<file path="src/rtl/dmem_arb_pkg.sv">
// dmem_arb_pkg: shared definitions for the two-master data-memory arbiter.
//   state_t      : arbiter FSM states (IDLE, BUSY, RESP)
//   M0 / M1      : requester index constants used as the grant encoding
//   ADDR_W/DATA_W: address and data widths
//   word_align() : clears the byte-offset bits of an address
package dmem_arb_pkg;

   localparam int ADDR_W = 32;
   localparam int DATA_W = 32;

   localparam logic M0 = 1'b0;
   localparam logic M1 = 1'b1;

   typedef enum logic [1:0] {
      IDLE = 2'd0,
      BUSY = 2'd1,
      RESP = 2'd2
   } state_t;

   // The data memory is word addressed; bits [1:0] are masked rather than sliced
   function automatic logic [ADDR_W-1:0] word_align(input logic [ADDR_W-1:0] addr);
      return addr & {{(ADDR_W-2){1'b1}}, 2'b00};
   endfunction

endpackage

</file>
<file path="src/rtl/dmem_arb_pick.sv">
// dmem_arb_pick: winner selection between two requesters.
//   req0, req1 : request lines of requester 0 and 1
//   last       : index of the most recently granted requester
//   grant      : index of the winner (meaningful only when a req is high)
// On a tie the requester other than 'last' wins. Tying 'last' to M1
// therefore gives fixed priority to M0.
module dmem_arb_pick
   import dmem_arb_pkg::*;
(
   input  logic req0,
   input  logic req1,
   input  logic last,
   output logic grant
);

   // Tie goes to the requester that did not win last time
   always_comb begin
      grant = M0;
      if (req0 && req1) begin
         grant = ~last;
      end else if (req1) begin
         grant = M1;
      end else begin
         grant = M0;
      end
   end

endmodule

</file>
<file path="src/rtl/dmem_arbiter.sv">
// dmem_arbiter: arbitrates two masters onto one single-port data memory.
// Each transaction takes three cycles: IDLE (grant), BUSY (memory access),
// RESP (one-cycle ack to the winner).
// Ports:
//   clk, rst                     : clock, synchronous active-high reset
//   mN_req/we/addr/wdata (N=0,1) : request, 1=write, byte address, write data
//   mN_ack, mN_rdata             : completion pulse, read data (valid with ack)
//   mem_wen, mem_ren, mem_addr   : registered memory controls, non-zero only in BUSY
//   mem_data_i                   : registered write data into memory
//   mem_data_o                   : combinational read data from memory
// Configuration: define DMEM_ARB_RR_EN for round-robin on simultaneous
// requests; otherwise m0 has fixed priority and no pointer register exists.
module dmem_arbiter
   import dmem_arb_pkg::*;
(
   input  logic              clk,
   input  logic              rst,
   input  logic              m0_req,
   input  logic              m0_we,
   input  logic [ADDR_W-1:0] m0_addr,
   input  logic [DATA_W-1:0] m0_wdata,
   input  logic              m1_req,
   input  logic              m1_we,
   input  logic [ADDR_W-1:0] m1_addr,
   input  logic [DATA_W-1:0] m1_wdata,
   output logic              m0_ack,
   output logic              m1_ack,
   output logic [DATA_W-1:0] m0_rdata,
   output logic [DATA_W-1:0] m1_rdata,
   output logic              mem_wen,
   output logic              mem_ren,
   output logic [ADDR_W-1:0] mem_addr,
   output logic [DATA_W-1:0] mem_data_i,
   input  logic [DATA_W-1:0] mem_data_o
);

   state_t            state_r, state_nxt_s;
   logic              win_r, win_nxt_s;
   logic              mem_wen_r, mem_wen_nxt_s;
   logic              mem_ren_r, mem_ren_nxt_s;
   logic [ADDR_W-1:0] mem_addr_r, mem_addr_nxt_s;
   logic [DATA_W-1:0] mem_data_i_r, mem_data_i_nxt_s;
   logic              ack0_r, ack0_nxt_s;
   logic              ack1_r, ack1_nxt_s;
   logic [DATA_W-1:0] rdata0_r, rdata0_nxt_s;
   logic [DATA_W-1:0] rdata1_r, rdata1_nxt_s;

   logic              any_req_s;
   logic              grant_s;
   logic              last_s;
   logic              sel_we_s;
   logic [ADDR_W-1:0] sel_addr_s;
   logic [DATA_W-1:0] sel_wdata_s;

   assign any_req_s = m0_req | m1_req;

`ifdef DMEM_ARB_RR_EN
   logic ptr_r;

   // Last-grant pointer, updated on every grant
   always_ff @(posedge clk) begin
      if (rst) begin
         ptr_r <= M1;
      end else if ((state_r == IDLE) && any_req_s) begin
         ptr_r <= grant_s;
      end else begin
         ptr_r <= ptr_r;
      end
   end

   assign last_s = ptr_r;
`else
   assign last_s = M1;
`endif

   dmem_arb_pick u_pick (
      .req0  (m0_req),
      .req1  (m1_req),
      .last  (last_s),
      .grant (grant_s)
   );

   // Fields of the selected requester
   always_comb begin
      sel_we_s    = m0_we;
      sel_addr_s  = m0_addr;
      sel_wdata_s = m0_wdata;
      if (grant_s == M1) begin
         sel_we_s    = m1_we;
         sel_addr_s  = m1_addr;
         sel_wdata_s = m1_wdata;
      end else begin
         sel_we_s    = m0_we;
         sel_addr_s  = m0_addr;
         sel_wdata_s = m0_wdata;
      end
   end

   // Next state and next values of every registered output
   always_comb begin
      state_nxt_s      = state_r;
      win_nxt_s        = win_r;
      mem_wen_nxt_s    = 1'b0;
      mem_ren_nxt_s    = 1'b0;
      mem_addr_nxt_s   = {ADDR_W{1'b0}};
      mem_data_i_nxt_s = {DATA_W{1'b0}};
      ack0_nxt_s       = 1'b0;
      ack1_nxt_s       = 1'b0;
      rdata0_nxt_s     = rdata0_r;
      rdata1_nxt_s     = rdata1_r;
      case (state_r)
         IDLE: begin
            if (any_req_s) begin
               // Memory controls are loaded here so they are stable for all of BUSY
               state_nxt_s    = BUSY;
               win_nxt_s      = grant_s;
               mem_wen_nxt_s  = sel_we_s;
               mem_ren_nxt_s  = ~sel_we_s;
               mem_addr_nxt_s = word_align(sel_addr_s);
               if (sel_we_s) begin
                  mem_data_i_nxt_s = sel_wdata_s;
               end else begin
                  mem_data_i_nxt_s = {DATA_W{1'b0}};
               end
            end else begin
               state_nxt_s = IDLE;
            end
         end
         BUSY: begin
            state_nxt_s = RESP;
            if (win_r == M1) begin
               ack1_nxt_s = 1'b1;
               if (mem_ren_r) begin
                  rdata1_nxt_s = mem_data_o;
               end else begin
                  rdata1_nxt_s = rdata1_r;
               end
            end else begin
               ack0_nxt_s = 1'b1;
               if (mem_ren_r) begin
                  rdata0_nxt_s = mem_data_o;
               end else begin
                  rdata0_nxt_s = rdata0_r;
               end
            end
         end
         RESP: begin
            state_nxt_s = IDLE;
         end
         default: begin
            state_nxt_s = IDLE;
         end
      endcase
   end

   // State and output registers
   always_ff @(posedge clk) begin
      if (rst) begin
         state_r      <= IDLE;
         win_r        <= M0;
         mem_wen_r    <= 1'b0;
         mem_ren_r    <= 1'b0;
         mem_addr_r   <= {ADDR_W{1'b0}};
         mem_data_i_r <= {DATA_W{1'b0}};
         ack0_r       <= 1'b0;
         ack1_r       <= 1'b0;
         rdata0_r     <= {DATA_W{1'b0}};
         rdata1_r     <= {DATA_W{1'b0}};
      end else begin
         state_r      <= state_nxt_s;
         win_r        <= win_nxt_s;
         mem_wen_r    <= mem_wen_nxt_s;
         mem_ren_r    <= mem_ren_nxt_s;
         mem_addr_r   <= mem_addr_nxt_s;
         mem_data_i_r <= mem_data_i_nxt_s;
         ack0_r       <= ack0_nxt_s;
         ack1_r       <= ack1_nxt_s;
         rdata0_r     <= rdata0_nxt_s;
         rdata1_r     <= rdata1_nxt_s;
      end
   end

   assign m0_ack     = ack0_r;
   assign m1_ack     = ack1_r;
   assign m0_rdata   = rdata0_r;
   assign m1_rdata   = rdata1_r;
   assign mem_wen    = mem_wen_r;
   assign mem_ren    = mem_ren_r;
   assign mem_addr   = mem_addr_r;
   assign mem_data_i = mem_data_i_r;

endmodule

</file>
<file path="config.mk">
export PLATFORM = sky130hd
export DESIGN_NAME = dmem_arbiter
export DESIGN_NICKNAME = d
export VERILOG_FILES = /design/src/rtl/dmem_arb_pkg.sv /design/src/rtl/dmem_arb_pick.sv /design/src/rtl/dmem_arbiter.sv
export SDC_FILE = /design/constraint.sdc
export NUM_CORES = 1
export LEC_CHECK = 0
export BUFFER_PORTS_ARGS = -buffer_cell sky130_fd_sc_hd__clkbuf_2
export CAP_MARGIN = 5
export CORE_AREA = 3 3 114 116
export CTS_BUF_LIST = sky130_fd_sc_hd__clkbuf_8 sky130_fd_sc_hd__clkbuf_16
export DETAILED_ROUTE_END_ITERATION = 12
export DIE_AREA = 0 0 117 119
export GPL_ROUTABILITY_DRIVEN = 0
export PLACE_DENSITY = 0.87
export SETUP_SLACK_MARGIN = 0.05
export SLEW_MARGIN = 20
export SYNTH_ARGS = -nofsm -noshare
export SYNTH_HDL_FRONTEND = slang
export SYNTH_SLANG_ARGS = --single-unit
export TNS_END_PERCENT = 20
</file>
<file path="constraint.sdc">
create_clock -name clk -period 1.8 [get_ports clk]
set_clock_uncertainty 0.15 [all_clocks]
set_input_delay 0.09 -clock clk [delete_from_list [all_inputs] [get_ports clk]]
set_output_delay 0.09 -clock clk [all_outputs]
set_load 0.005 [all_outputs]
</file>
==> qor.txt, run 1 <==
Die area -> 13,900 µm²
Main combinational cell family by area after synthesis -> simple AND/OR/NAND/NOR gates
Post-Synth Simple-Gate Area -> 0.229
Post-synthesis sequential area ratio -> 0.549
Sum Neg Setup Slack -> 0 ns
Synthesized instance count -> 542
Predominant post-synthesis flop cell -> dfxtp_1
Max cap viols -> 0
Reg2reg path depth -> 4
Largest net degree at the start of global routing -> 66
Initial drt markers -> 449
RSZ-0062 raised after global routing -> no
Die width -> 117 µm
Residual DRC -> 0
Post-synth EDFFs -> 0
WL/cell -> 18.8 µm
Pleak -> 4.07 nW
GR Overflow Total -> 0
Top post-synthesis cells by area -> dfxtp_1, nand2_1, a21oi_1
Synthesis-to-layout area growth -> 78.1%
PwrDens -> 875 nW/µm²
Io pins -> 298
Core Region -> 12,000 µm²
Hold Fails Final Rpt -> 0
Setup crit end kind -> flop
Num CTS Buffers -> 17
Worst skew pair latency -> 0.41 ns
Synth warn -> 0
Critical path required time -> 1.93 ns
Commonest non-fill, non-tap cell in the layout -> clkbuf_2
Die H -> 119 µm
Filler-free cell count of the finished design -> 1,138
CTS max path bufs -> 2
CTS resizes -> 0
Synth unique cells -> 26
Crit path DAT -> 1.80 ns
PortBufs -> 291
Number of global-route vias before repair -> 6,166
Via count -> 5,803
Critical path class -> in -> reg
CP max FO -> 45
Vias/cell -> 5.10
Area share of the largest cell type after synthesis -> 0.549
Final ANT Viol Nets -> 0
VDD IR-drop max -> 518 µV
Mux cell area share after synthesis -> 0.0707
Placed cells -> 949
Met1 global-route usage -> 0.317
Tmin final -> 1.67 ns
Fmax -> 599 MHz
Hold Slack -> 0.0810 ns
Synth Area in Adders -> 0
R2r setup slk -> 0.20 ns
Asr flop ratio synth -> 0
Final wirelength -> 21,400 µm
Post-synthesis cell area -> 4850 µm²
Final net count -> 1,148
Drt pass-1 iters -> 5
Fin. max-slew vios -> 0
Reg2Reg Capture Point -> win_r
Filler cell count -> 773
Initial antenna violation count -> 0
First-pass GRT wire length -> 32,800 µm
Grt met3 use -> 0.0930
Hold crit path type -> in -> reg
CTS tree -> built
Syn Area/Cell -> 8.95 µm²
Compound-Gate Fraction of Synth Area -> 0.101
Clock sinks -> 133
Rows -> 40
Grt peak-use layer -> met2
Status -> finished clean
Critical path origin -> m0_req
Clock slew at reported path FFs -> 0.05 ns
Most frequent cells in the layout -> clkbuf_2, nand2_1, dlygate4sd3_1
Initial Util -> 0.404
Place WS -> 0.292 ns
# setup viols final -> 0
Root Driver -> clkbuf_16
Post-synth top area cell -> dfxtp_1
Crit path capture -> mem_data_i[19]
HPWL Detailed -> 10,900 µm
M2 GR Usage -> 0.535
Critical path launch point type -> input port
XOR/XNOR Fraction of Synth Area -> 0
Tcrit/Tclk final -> 0.928
Share of layout cells above drive strength 1 -> 0.367
Htree depth -> 4
Setup ws final -> 0.130 ns
Synthesis-stage register bit count -> 133
GRT Total Usage -> 0.308
Reg-to-reg startpoint -> state_r[1]
# diodes -> 0
## worst max-delay path, cell delays in order
cell	delay (ns)
clkbuf_2	0.18
nand2b_2	0.30
buf_12	0.28
mux2i_1	0.26
dlygate4sd3_1	0.60
nor3_2	0.06
## layer usage
layer,part of all wire,vias up
met3,0.083,125
met4,0.070,0
met5,0,-
li1,-,2656
met2,0.50,401
met1,0.34,2621
## registers in the layout, summed over array words and instances, names as in the netlist
| register | cells |
|---|---|
| mem_addr | 30 |
| m1_ack | 1 |
| state_r | 2 |
| mem_ren | 1 |
| mem_data_i | 32 |
| win_r | 1 |
| m1_rdata | 32 |
| m0_rdata | 32 |
| m0_ack | 1 |
| mem_wen | 1 |
## where the power goes
part / internal (mW) / switching [mW] / total [mW]
clock: 2.22 / 1.20 / 3.42
sequential: 3.04 / 0.0465 / 3.09
combinational: 0.569 / 0.489 / 1.06
total: 5.83 / 1.73 / 7.56
## cells by family (layout without fill, tap and decap cells)
family | Yosys count | after routing
other | 1 | 2
flip-flops | 133 | 133
AO/OA/AOI/OAI | 97 | 97
multiplexers | 33 | 33
buffers and inverters | 45 | 493
AND/OR/NAND/NOR | 233 | 233
## how the worst min path moves through the flow
stage                      startpoint           end  slack (ns)  cells past startpoint
after floorplan                   rst    state_r[1]        0.03                      1
after global placement    m1_addr[23]  mem_addr[23]        0.16                      3
after detailed placement  m1_addr[16]  mem_addr[16]        0.17                      3
after CTS                       m0_we       mem_wen        0.02                      4
after global routing            m0_we       mem_wen        0.08                      4
final                          m1_req    state_r[0]        0.08                      4
## metrics by stage
stage | cell area [µm²] | total power, mW | utilization
6_report | 8640 | 7.56 | 0.719
2_1_floorplan | 4860 | 3.46 | -
3_5_place_dp | 6450 | 3.82 | 0.537
3_3_place_gp | 6450 | 3.80 | 0.537
5_1_grt | 8640 | 7.81 | 0.719
4_1_cts | 8640 | 7.49 | 0.719
## cell usage after synthesis (2+ instances only)
cell and instances:
nor2b_1 2, buf_4 5, nor3_1 4, clkbuf_1 10
buf_6 4, dfxtp_1 133, nand2_1 188, mux2i_1 32
a21oi_1 95, buf_1 5, buf_2 20, nor3_2 29
nor2_1 2
## area by class of cell
cell class              count  area [µm²]  share of cell area
clock buffers              23         508              0.0588
clock inverters             5        73.8             0.00854
inverters                   1        3.75            0.000434
multi-input cells         365        1960               0.227
flip-flops and latches    133        2660               0.308
well taps                 147         184              0.0213
repair buffers            464        3250               0.376
## timing repair
item | CTS | global route
endpoints found under the hold margin | 129 | 0
hold buffers | 161 | 0
buffers inserted | 0 | 0
Note: power is estimated with default switching activity, not from simulation.
==> run 2: changes to the inputs <==
--- a/config.mk
+++ b/config.mk
@@ -13,6 +13,7 @@
 export DIE_AREA = 0 0 117 119
 export GPL_ROUTABILITY_DRIVEN = 0
 export PLACE_DENSITY = 0.87
+export RECOVER_POWER = 100
 export SETUP_SLACK_MARGIN = 0.05
 export SLEW_MARGIN = 20
 export SYNTH_ARGS = -nofsm -noshare
==> run 2 against run 1 <==
Net effect: clock-buffer cell count stayed put; sequential cell count is the same; global-route usage unchanged; cell count did not move.
==> qor.txt, run 2 (synthesis results as in run 1) <==
Status -> finished clean
Commonest non-fill, non-tap cell in the layout -> nand2_1
Pleak -> 3.66 nW (-9.9%)
# setup viols final -> 0 (unchanged)
Num CTS Buffers -> 17 (unchanged)
Placed cells -> 949 (unchanged)
Io pins -> 298 (unchanged)
Max cap viols -> 0 (unchanged)
Initial drt markers -> 408 (-9.1%)
RSZ-0062 raised after global routing -> no
Clock sinks -> 133 (unchanged)
Hold Fails Final Rpt -> 0 (unchanged)
Worst skew pair latency -> 0.41 ns (about the same)
Share of layout cells above drive strength 1 -> 0.232 (-0.135)
Die width -> 117 µm (unchanged)
CP max FO -> 65 (+44%)
Placed cell area -> 6450 µm² (unchanged)
Final wirelength -> 21,500 µm (+0.42%)
# diodes -> 0 (unchanged)
Rows -> 40 (unchanged)
WL/cell -> 18.9 µm (+0.42%)
Die area -> 13,900 µm² (unchanged)
CTS resizes -> 0 (unchanged)
Sum Neg Setup Slack -> 0 ns (unchanged)
Die H -> 119 µm (unchanged)
Reg2reg path depth -> 4 (unchanged)
Largest net degree at the start of global routing -> 66 (unchanged)
Initial antenna violation count -> 0 (unchanged)
Reg-to-reg startpoint -> state_r[1]
Critical path origin -> rst
Clock slew at reported path FFs -> 0.05 ns (about the same)
PortBufs -> 291 (unchanged)
Filler-free cell count of the finished design -> 1,138 (unchanged)
Htree depth -> 4 (unchanged)
PwrDens -> 897 nW/µm² (+2.5%)
HPWL Detailed -> 10,900 µm (unchanged)
Synthesis-to-layout area growth -> 72.7%
Crit path DAT -> 1.85 ns (+0.05 ns)
Drt pass-1 iters -> 5 (unchanged)
GRT Total Usage -> 0.308 (unchanged)
First-pass GRT wire length -> 32,800 µm (unchanged)
Critical path required time -> 1.94 ns (about the same)
Tcrit/Tclk final -> 0.949 (+0.0210)
Residual DRC -> 0 (unchanged)
Fin. max-slew vios -> 0 (unchanged)
Final ANT Viol Nets -> 0 (unchanged)
Setup crit end kind -> flop
Reg2Reg Capture Point -> mem_data_i[22]
Most frequent cells in the layout -> nand2_1, clkbuf_2, dlygate4sd3_1
Crit path capture -> mem_data_i[22]
Final net count -> 1,148 (unchanged)
Number of global-route vias before repair -> 6,166 (unchanged)
Fmax -> 586 MHz (-2.2%)
Critical path class -> in -> reg
Root Driver -> clkbuf_16
R2r setup slk -> 0.16 ns (-0.04 ns)
Hold Buf Count CTS -> 161 (unchanged)
Hold crit path type -> in -> reg
Core Region -> 12,000 µm² (unchanged)
Tot Pwr -> 7.51 mW (-0.68%)
Tmin final -> 1.71 ns (+0.0379 ns)
Via count -> 5,815 (+0.21%)
VDD IR-drop max -> 518 µV (about the same)
Setup bufs post-CTS -> 0 (unchanged)
CTS max path bufs -> 2 (unchanged)
Final instance area -> 8380 µm² (-3.1%)
Vias/cell -> 5.11 (+0.21%)
GR Overflow Total -> 0 (unchanged)
Hold Slack -> 0.0524 ns (-0.0286 ns)
CTS tree -> built
Critical path launch point type -> input port
Initial Util -> 0.404 (unchanged)
## run 2: how the worst min path moves through the flow
stage,startpoint,depth (start not counted),to,slack [ns]
2_1_floorplan,rst,1,state_r[1],0.03
3_3_place_gp,m1_addr[23],3,mem_addr[23],0.16
3_5_place_dp,m1_addr[16],3,mem_addr[16],0.17
4_1_cts,m0_we,4,mem_wen,0.02
5_1_grt,m0_we,4,mem_wen,0.06
6_report,m0_we,4,mem_wen,0.05
## run 2: per-layer routing
layer  part of all wire  GRT usage  wire length, µm  vias up
li1                   -          -                -     2659
met1               0.34      0.317             7390     2649
met4              0.068      0.192             1470        0
met3              0.087     0.0930             1870      109
met5                  0          0                0        -
met2               0.50      0.535            10800      398
## run 2: area by class of cell
class                   count  area, µm²
repair buffers            464       3090
multi-input cells         365       1860
well taps                 147        184
clock inverters             5       73.8
clock buffers              23        508
flip-flops and latches    133       2660
fillers                   879       3630
inverters                   1       3.75
## run 2: worst max-delay path: stages
cell	delay (ns)
dlygate4sd3_1	0.54
clkbuf_2	0.21
nor3_1	0.32
o21ai_4	0.11
buf_12	0.21
nor3_1	0.34
## run 2: where the power goes
part | internal [mW] | switching [mW]
Sequential | 3.04 | 0.0457
Combinational | 0.541 | 0.472
Clock | 2.22 | 1.19
## run 2: through the flow
step	setup slack [ns]	utilization
after floorplan	0.470	-
after global placement	0.355	0.537
after detailed placement	0.292	0.537
after CTS	0.230	0.719
after global routing	0.0569	0.698
final	0.0926	0.698
